`config.mk`:
```
export PLATFORM = sky130hd
export DESIGN_NAME = spi_sram_ctrl
export DESIGN_NICKNAME = d
export VERILOG_FILES = /design/src/rtl/spi_sram_ctrl.sv
export SDC_FILE = /design/constraint.sdc
export NUM_CORES = 1
export LEC_CHECK = 0
export CAP_MARGIN = 10
export CELL_PAD_IN_SITES_DETAIL_PLACEMENT = 1
export CELL_PAD_IN_SITES_GLOBAL_PLACEMENT = 2
export CORE_ASPECT_RATIO = 1.75
export CORE_UTILIZATION = 36
export DETAILED_ROUTE_END_ITERATION = 7
export MAX_ROUTING_LAYER = met4
export PLACE_DENSITY = 0.85
export SYNTH_ARGS = -nofsm -noshare
export SYNTH_HDL_FRONTEND = slang
export SYNTH_SLANG_ARGS = --single-unit
```
`constraint.sdc`:
```
create_clock -name clk -period 5.5 [get_ports clk]
set_input_delay 0.55 -clock clk [delete_from_list [all_inputs] [get_ports clk]]
set_output_delay 0.55 -clock clk [all_outputs]
set_load 0.02 [all_outputs]
```
`src/rtl/spi_sram_ctrl.sv`:
```
// SPI mode-0 SRAM controller: one CPU word read/write becomes one 64-bit
// READ (0x03) / WRITE (0x02) transaction. The CPU is stalled on rbusy/wbusy.
module spi_sram_ctrl #(
    parameter int unsigned DIV = 1
) (
    input  logic        clk,
    input  logic        rst,
    input  logic [19:0] word_address,
    input  logic [31:0] wdata,
    input  logic        rd,
    input  logic        wr,
    output logic [31:0] rdata,
    output logic        rbusy,
    output logic        wbusy,
    output logic        CLK,
    output logic        CS_N,
    output logic        MOSI,
    input  logic        MISO
);

    typedef enum logic [1:0] {
        IDLE,
        SHIFT,
        DONE
    } state_t;

    state_t      r_state;
    state_t      w_next;
    logic [63:0] r_shift;
    logic [31:0] r_rx;
    logic [6:0]  r_bit;
    logic [7:0]  r_div;

    logic        w_start;
    logic        w_half_end;
    logic        w_last;
    logic [63:0] w_frame;

    assign w_start    = rd | wr;
    assign w_half_end = (r_div == 8'(DIV - 1));
    assign w_last     = w_half_end & CLK & (r_bit == 7'd63);

    // Write data goes out byte 0 first; a read shifts zeros during the data phase.
    assign w_frame = wr ? {8'h02, 2'b00, word_address, 2'b00,
                           wdata[7:0], wdata[15:8], wdata[23:16], wdata[31:24]}
                        : {8'h03, 2'b00, word_address, 2'b00, 32'h0};

    always_ff @(posedge clk or posedge rst) begin
        if (rst) begin
            r_state <= IDLE;
        end else begin
            r_state <= w_next;
        end
    end

    always_comb begin
        w_next = r_state;
        case (r_state)
            IDLE:    if (w_start) w_next = SHIFT;
            SHIFT:   if (w_last)  w_next = DONE;
            DONE:    w_next = IDLE;
            default: w_next = IDLE;
        endcase
    end

    always_ff @(posedge clk or posedge rst) begin
        if (rst) begin
            r_shift <= '0;
            r_rx    <= '0;
            r_bit   <= '0;
            r_div   <= '0;
            rdata   <= '0;
            rbusy   <= 1'b0;
            wbusy   <= 1'b0;
            CLK     <= 1'b0;
            CS_N    <= 1'b1;
            MOSI    <= 1'b0;
        end else begin
            case (r_state)
                IDLE: begin
                    if (w_start) begin
                        r_shift <= w_frame;
                        MOSI    <= w_frame[63];
                        CS_N    <= 1'b0;
                        CLK     <= 1'b0;
                        r_bit   <= '0;
                        r_div   <= '0;
                        wbusy   <= wr;
                        rbusy   <= ~wr;
                    end
                end
                SHIFT: begin
                    if (!w_half_end) begin
                        r_div <= r_div + 8'd1;
                    end else begin
                        r_div <= '0;
                        if (!CLK) begin
                            CLK  <= 1'b1;
                            r_rx <= {r_rx[30:0], MISO};
                        end else begin
                            CLK <= 1'b0;
                            if (r_bit == 7'd63) begin
                                CS_N <= 1'b1;
                                MOSI <= 1'b0;
                            end else begin
                                r_shift <= {r_shift[62:0], 1'b0};
                                MOSI    <= r_shift[62];
                                r_bit   <= r_bit + 7'd1;
                            end
                        end
                    end
                end
                DONE: begin
                    // First received byte is the lowest-addressed one, i.e. rdata[7:0].
                    if (rbusy) begin
                        rdata <= {r_rx[7:0], r_rx[15:8], r_rx[23:16], r_rx[31:24]};
                    end
                    rbusy <= 1'b0;
                    wbusy <= 1'b0;
                end
                default: ;
            endcase
        end
    end

endmodule
```
Word-level counts from Yosys, hierarchy flattened
Index checks and enable logic that the tools add are counted.
Widths: inputs -> output; s select.
Storage, ports and cells
  bits in registers: 149
  bits in latches: 0
  RAM bits: 0
  bits in read-only memories: 0
  input port bits: 57
  output and inout port bits: 37
  word-level logic and storage cells: 74
  memories kept: 0
Cells by class
  add/sub/neg operators: 2
  $mul: 0
  divide/modulo/power cells: 0
  magnitude comparators: 0
  equal/unequal tests: 9
  shift-type cells: 0
  mux-type cells: 34
  bitwise logic cells: 5
  reductions and logical operators: 13
Operators with widths (number)
  $mux 63: 4
  $pmux 63 s2: 1
  $mux 57: 1
  $mux 7: 4
  $mux 8: 2
  $pmux 8 s2: 1
  $pmux 7 s2: 1
  $mux 1: 12
  $ne 2x2->1 const B: 6
  $pmux 1 s2: 5
  $reduce_and 5->1: 2
  $add 8x1->8 const B: 1
  $logic_not 8->1: 1
  $reduce_and 2->1: 4
  $add 7x1->7 const B: 1
  $eq 7x6->1 const B: 1
  $reduce_and 3->1: 2
  $mux 2: 2
  $pmux 2 s2: 1
  $reduce_and 4->1: 1
  $reduce_bool 2->1: 2
  $and 1x1->1: 2
  $eq 2x1->1 const B: 1
  $eq 2x2->1 const B: 1
  3 further kinds: 4

Longest topological paths before layout
  word-level depth: 5
  depth in mapped cells: 9
  gate-level depth less buffers: 7

Worst setup path after synthesis
No wires, ideal clock.
  path kind: register -> register
  start point: register r_div[0]
  end point: register r_rx[28]
  setup time: 0.125 ns
  arrival: 1.820 ns
  data required time: 5.375 ns
  setup slack: 3.554 ns
  cell stages (with the launch flop): 8
  path buffers: 1
  clock period less this slack: 1.946 ns
  path through: dfrtp_1 > inv_1 > ha_1 > or4b_4 > nor4_4 > nand2_4 > buf_6 > mux2_4
On the way
  word-level cells in the longest chain between the ends: 2
RTL lines
  start: declaration: line 32  | logic [7:0] r_div;
  start signal: assignment: line 94  | r_div <= r_div + 8'd1;
  $logic_not 8->1: line 40  | assign w_half_end = (r_div == 8'(DIV - 1));
  $reduce_and 3->1 (no source line)
  end signal: assignment: line 99  | r_rx <= {r_rx[30:0], MISO};
  end: declaration: line 30  | logic [31:0] r_rx;
Every way passes these cells.
A chain may end at the register's enable or synchronous reset.

Worst setup path after layout
  start point: input port wr
  end point: register r_shift[61]
On the way
  word-level cells in the longest chain between the ends: 3
RTL lines
  start: declaration: line 11  | input logic wr,
  $or 1x1->1: line 39  | assign w_start = rd | wr;
  $ne 2x2->1 (no source line)
  $reduce_and 5->1 (no source line)
  end signal: assignment: line 82  | r_shift <= w_frame;
  end signal: assignment: line 106  | r_shift <= {r_shift[62:0], 1'b0};
  end: declaration: line 29  | logic [63:0] r_shift;
Every way passes these cells.

==> out/metrics.cfg <==
[floorplanning]
die_width_um = 101
start_util = 0.366
ios = 94
core-area_sq_um = 16900
dieArea_sq_um = 17700
rows = 63
die_h_um = 175

[final_layout]
fin_area_sq_um = 7870
drive_above_1_share = 0.194
n_antenna_cell = 0
synthToLayoutAreaGrowth_pct = 27.3
fin_nets = 625

[clock_tree]
clkTransAtPathRegs_ns = 0.07
clk_latency_ns = 0.42
numCtsBuffers = 17
cts_setup_buffers = 0
cts_resized = 0
cts_root_buffer = clkbuf_16
cts.path.max_buffers = 2
cts.hold.buffers_added = 0
cts_tree = yes
cts_max_level = 4
clock-sinks = 149

[detailed_routing]
ant_nets = 0
drt-initial-drc-count = 125
firstDrtPassIters = 4
routedWlPerCell_um = 17.4
vias = 4217
vias_per_cell = 5.24
drcViolationCount = 0
drt-total-wl_mm = 14.0

[yosys]
ys_ff_latch = 149
synth_top_flop_cell = dfrtp_1
synth_cells = 482
synth_area_sq_um = 6180
synth_edf_count = 0
yosysSeqAreaShare = 0.604
avgSynthCellArea_sq_um = 12.8
synthDistinctLibCells = 48
synth_async_sr_flop_share = 1.00
synth.net_count = 542
yosysWarnings = 0

[grt]
antenna_found_initial = 0
grt_pass1_wl_mm = 23.7
grt_pass1_vias = 4762
grt_max_degree = 113
grt_util_all_layers = 0.176
grt-ovfl-total = 0

[worst_setup_path]
cp_max_fo = 62
arrival_ns = 3.27
crit_path_end_kind = flip-flop
critical_path_class = in -> reg
reg2regPathDepth = 4
critPathLaunchType = input port
ff2ff_setup_slack_ns = 2.70
crit_required_ns = 5.85

[pwr]
ir_drop_v = 0.000192
clkPwrFrac = 0.324
seq_power_share = 0.420
share_comb_of_total_power = 0.256
switching_share = 0.315
power_density_nw_per_um2 = 471
p_leak_uw = 0.00351
switching_power_uw = 1170
power.internal_uw = 2530

[timing]
finalCriticalPeriod_ns = 2.92
fin_tns_setup_ns = 0
tightest_slew_ns = 1.15
final.setup_skew_ns = 0.0112
slew_headroom = 0.230
setup_viol = 0
finalCritPeriodShare = 0.531
rsz0062_at_grt = false
slew_viol_final = 0
fmax_mhz = 342
hold_violations = 0

[min_path]
hold_depth = 1
worstHoldPathType = reg -> reg

[placed_design]
post-dp-hpwl_mm = 9.13
numPortBuffers = 93
dpl_cell_area_sq_um = 7250
gp_routability_congestion = 0.720

[run]
maxCapViolations = 0

[status]
status = complete, no violations

-- layout make-up --
class	count	area, sq um
fill	1789	9000
sequential	149	3730
multi-input combinational	275	2180
timing repair buffer	96	953
clock buffer	19	443
tap	227	284
clock inverter	13	171
inverter	26	103
-- critical path, cell delays in order --
cell             delay (ns)
clkdlybuf4s50_1        0.47
nor3_1                 0.29
or2_2                  0.71
a21o_2                 0.92
a22o_1                 0.29
-- worst paths after layout --
check	startpoint	endpoint
max	wr	r_shift[61]
min	r_shift[23]	r_shift[23]
max reg2reg	r_state[0]	r_shift[61]
min reg2reg	r_shift[23]	r_shift[23]
max in group asynchronous	rst	r_rx[21]
min in group asynchronous	rst	r_shift[43]
-- layer usage --
metal	track usage	up-vias	part of all wire
li1	-	1947	-
met5	-	-	0
met1	0.198	2165	0.41
met2	0.298	91	0.53
met3	0.0501	14	0.055
met4	0.0610	0	0.011
-- Yosys cell counts (7+ instances only) --
master | count | area share
a21oi_1 | 23 | 0.019
a22o_1 | 11 | 0.016
a22oi_1 | 31 | 0.038
buf_2 | 14 | 0.011
clkbuf_1 | 11 | 0.0067
dfrtp_1 | 148 | 0.60
inv_1 | 26 | 0.016
mux2_2 | 61 | 0.11
nand2_1 | 23 | 0.014
nor2_1 | 7 | 0.0043
o21ai_0 | 18 | 0.015
o22ai_1 | 20 | 0.020
o2bb2ai_1 | 31 | 0.044
-- per-stage QoR --
stage	util	hold WS, ns	power, uW	worst slack (ns)	instances
finish	0.466	0.491	3700	2.58	805
global route	0.466	0.514	3930	2.32	805
CTS	0.466	0.493	3770	2.60	805
detailed placement	0.430	0.474	2540	2.17	773
global placement	0.430	0.474	2470	2.28	773
floorplan	-	0.457	2290	0.944	482
-- flip-flops by register name, summed over array words and instances, names as in the netlist --
register	flops
r_bit	7
r_shift	63
r_rx	32
rbusy	1
CS_N	1
r_state	2
r_div	8
MOSI	1
rdata	32
wbusy	1
CLK	1
-- placed cells by master, fill, tap and decap left out, types with 7 or more instances in the layout --
cell and instances:
a22oi_1 31, mux2_2 61, clkbuf_16 17, clkdlybuf4s50_1 93, a22o_1 11, nor2_1 7, inv_1 25, o2bb2ai_1 31
a21oi_1 23, nand2_1 23, dfrtp_1 148, o22ai_1 20, o21ai_0 18
-- cells by family after synthesis --
group,after synthesis,synth area share
mux,65,0.120
flops,149,0.604
fa+ha+maj,3,0.00608
xor+xnor,2,0.00284
simple gates,55,0.0500
buf+inv,58,0.0442
compound gates,150,0.173
-- power groups by stage --
stage / combinational, uW / sequential, uW / clock (uW)
3_5_place_dp: 969 / 1570 / 0
4_1_cts: 969 / 1560 / 1240
5_1_grt: 1060 / 1590 / 1280
2_1_floorplan: 770 / 1520 / 0
6_report: 948 / 1550 / 1200
3_3_place_gp: 913 / 1560 / 0
No activity file was read; power rests on OpenSTA's default activity.
==> patch, RTL diff (config.mk and constraints unchanged) <==
Re-encode `state_t` (3 states) as one-hot, 3 bits wide.
--- a/src/rtl/spi_sram_ctrl.sv
+++ b/src/rtl/spi_sram_ctrl.sv
@@ -19,8 +19,8 @@
 );
 
-    typedef enum logic [1:0] {
-        IDLE,
-        SHIFT,
-        DONE
+    typedef enum logic [2:0] {
+        IDLE  = 3'b001,
+        SHIFT = 3'b010,
+        DONE  = 3'b100
     } state_t;
 
Function: no difference found for any inputs over 10 cycles, from zero or initial values and one cycle with rst high; not proved beyond that.
==> patch against the unedited design <==
  * Worst setup slack worse by 0.41 ns
  * Cell area up 3.8%
  * Non-clock buffer count up 7
  * Sequential share of layout area down 1.4 points
  * Sequential cell count up 1
  * Routed wire length up 13%
  * Area after synthesis up 4.5%
  * Die area up 4.4%
  * Via count up 9.4%
  * Utilization down 0.057 points
  * Largest cell class unchanged
Power is not compared: it rests on default switching activity, and its combinational part moved more than twofold at a synthesized area within 25%.
==> patch: results (changes against the unedited design) <==
| Metric | Value |
|---|---|
| Global-route wire length before repair | `26300 µm (+11%)` |
| Post-placement worst setup slack | `1.91 ns (-0.258 ns)` |
| CP Data Arrival Time | `3.62 ns (+0.35 ns)` |
| Min-delay src | `r_bit[5]` |
| Post-DP Area | `0.00757 mm² (+4.4%)` |
| Routability Congestion | `0.798 (+11%)` |
| Post-route setup TNS | `0 ns (unchanged)` |
| Synthesized Nets | `593 (+9.4%)` |
| Clock root buffer | `clkbuf_16` |
| Number of cells after detailed placement | `824 (+6.6%)` |
| Fin crit share | `60.5% (+7.4 points)` |
| Maximum fanout count along the critical path | `53 (-15%)` |
| Kind of critical path | `reg2reg` |
| Wire length per cell after detailed routing | `18.5 µm (+6.1%)` |
| Number of buffers between clock root and the deepest sink | `2 (unchanged)` |
| Gate count after technology mapping | `533 (+11%)` |
| Regs by FF count | `r_shift (63), r_rx (32), rdata (32)` |
| Number of fill cells | `1816 (+1.5%)` |
| Synth cell count leaders | `148 x dfrtp_1, 100 x a21oi_1, 63 x mux2_2, 35 x and3_1, 27 x clkbuf_1` |
| Total routed wirelength | `15900 µm (+13%)` |
| Most common flop cell mapped by yosys | `dfrtp_1` |
| Run status | `finished, final reports clean` |
| HPWL after detailed placement | `10400 µm (+14%)` |
| Proportion of layout cells with a drive suffix above 1 | `21.7% (+2.3 points)` |
| Post-Route Hold Slack | `0.493 ns (+0.00207 ns)` |
| Launching point of the worst reg2reg path | `r_div[0]` |
| Number of nets in the final layout | `673 (+7.7%)` |
| TritonCTS Buffers | `17 (unchanged)` |
| Number of detailed-route iterations in the first pass | `4 (unchanged)` |
| Largest net degree at the start of global routing | `108 (-4.4%)` |
| Proportion of synthesized chip area in sequential cells | `58.2% (-2.2 points)` |
| Number of unique standard cell types used by synthesis | `47 (-2.1%)` |
| Synth warnings | `0 (unchanged)` |
| Total leakage power | `0.00371 µW` |
| Vias in the first global route | `5143 (+8.0%)` |
| Insertion delay to the later sink of the worst-skew pair | `0.42 ns (about the same)` |
| All-Layer GR Usage | `19.3% (+1.6 points)` |
| CTS H-tree depth | `4 (unchanged)` |
| Worst Max-Slew Pin Slew | `1.21 ns (+0.0553 ns)` |
| Violation count after the first detailed-routing iteration | `256 (+100%)` |
| Post-cts sizing count | `0 (unchanged)` |
| Post-CTS setup repair buffer count | `0 (unchanged)` |
| Vias after detailed routing | `4613 (+9.4%)` |
| Initial antenna violation count | `0 (unchanged)` |
| Clock slew at reported path FFs | `0.07 ns (about the same)` |
| Fraction of registers with async set/reset | `100% (unchanged)` |
| Maximum clock skew at final layout | `0.0159 ns (+0.00469 ns)` |
| Number of cells on the worst reg-to-reg path | `8 (+4)` |
| ANT cells | `0 (unchanged)` |
| Max IR drop VDD | `0.158 mV` |
| Biggest area contributors in the synthesized netlist | `dfrtp_1 57%, mux2_2 11%, a21oi_1 7.8%` |
| Endpoint of the most critical register-to-register path | `r_shift[62]` |
| Worst reg-to-reg setup slack | `2.17 ns (-0.53 ns)` |
| Worst hold-check path type | `reg2reg` |
-- patch: critical path: stages, from the launching register on --
cell	delay, ns
dfrtp_1	0.42
inv_1	0.07
ha_1	0.13
or4b_1	0.49
or4_4	0.54
o21ai_4	0.18
buf_4	0.56
nand2_1	0.45
a22o_1	0.36
-- patch: cell type report --
class / instances / area, µm² / area share [%]
inverter: 7 / 31.3 / 0.383
sequential: 150 / 3760 / 46.0
clock buffer: 18 / 429 / 5.25
timing repair buffer: 103 / 1010 / 12.3
tap: 231 / 289 / 3.54
multi-input combinational: 334 / 2500 / 30.6
clock inverter: 14 / 158 / 1.93
-- patch: metal layers --
| layer | up-vias | global-route usage [%] | share of wire, % |
|---|---|---|---|
| met2 | 91 | 33.4 | 54 |
| met5 | - | - | 0 |
| li1 | 2119 | - | - |
| met4 | 0 | 6.22 | 1.2 |
| met1 | 2391 | 21.2 | 40 |
| met3 | 12 | 5.07 | 4.6 |
-- patch: power by group --
group,switching (µW),internal (µW),total (µW),leakage [µW]
Combinational,32.8,42.7,75.5,0.00142
Clock,516,648,1160,0.000287
Sequential,6.76,1110,1120,0.00201
-- patch: kinds of logic (layout without fill, tap and decap cells) --
family | Yosys count | in the layout | synth area share [%]
simple gates | 81 | 81 | 7.25
mux | 67 | 67 | 11.6
xor+xnor | 2 | 2 | 0.271
flops | 150 | 150 | 58.2
buf+inv | 49 | 142 | 3.35
fa+ha+maj | 3 | 3 | 0.582
compound gates | 181 | 181 | 18.7
-- patch: worst min path at each step --
stage / end / depth (start not counted)
floorplan: r_bit[5] / 1
global placement: r_bit[5] / 1
detailed placement: r_bit[5] / 1
CTS: r_bit[5] / 1
global route: r_bit[5] / 1
finish: r_bit[5] / 1
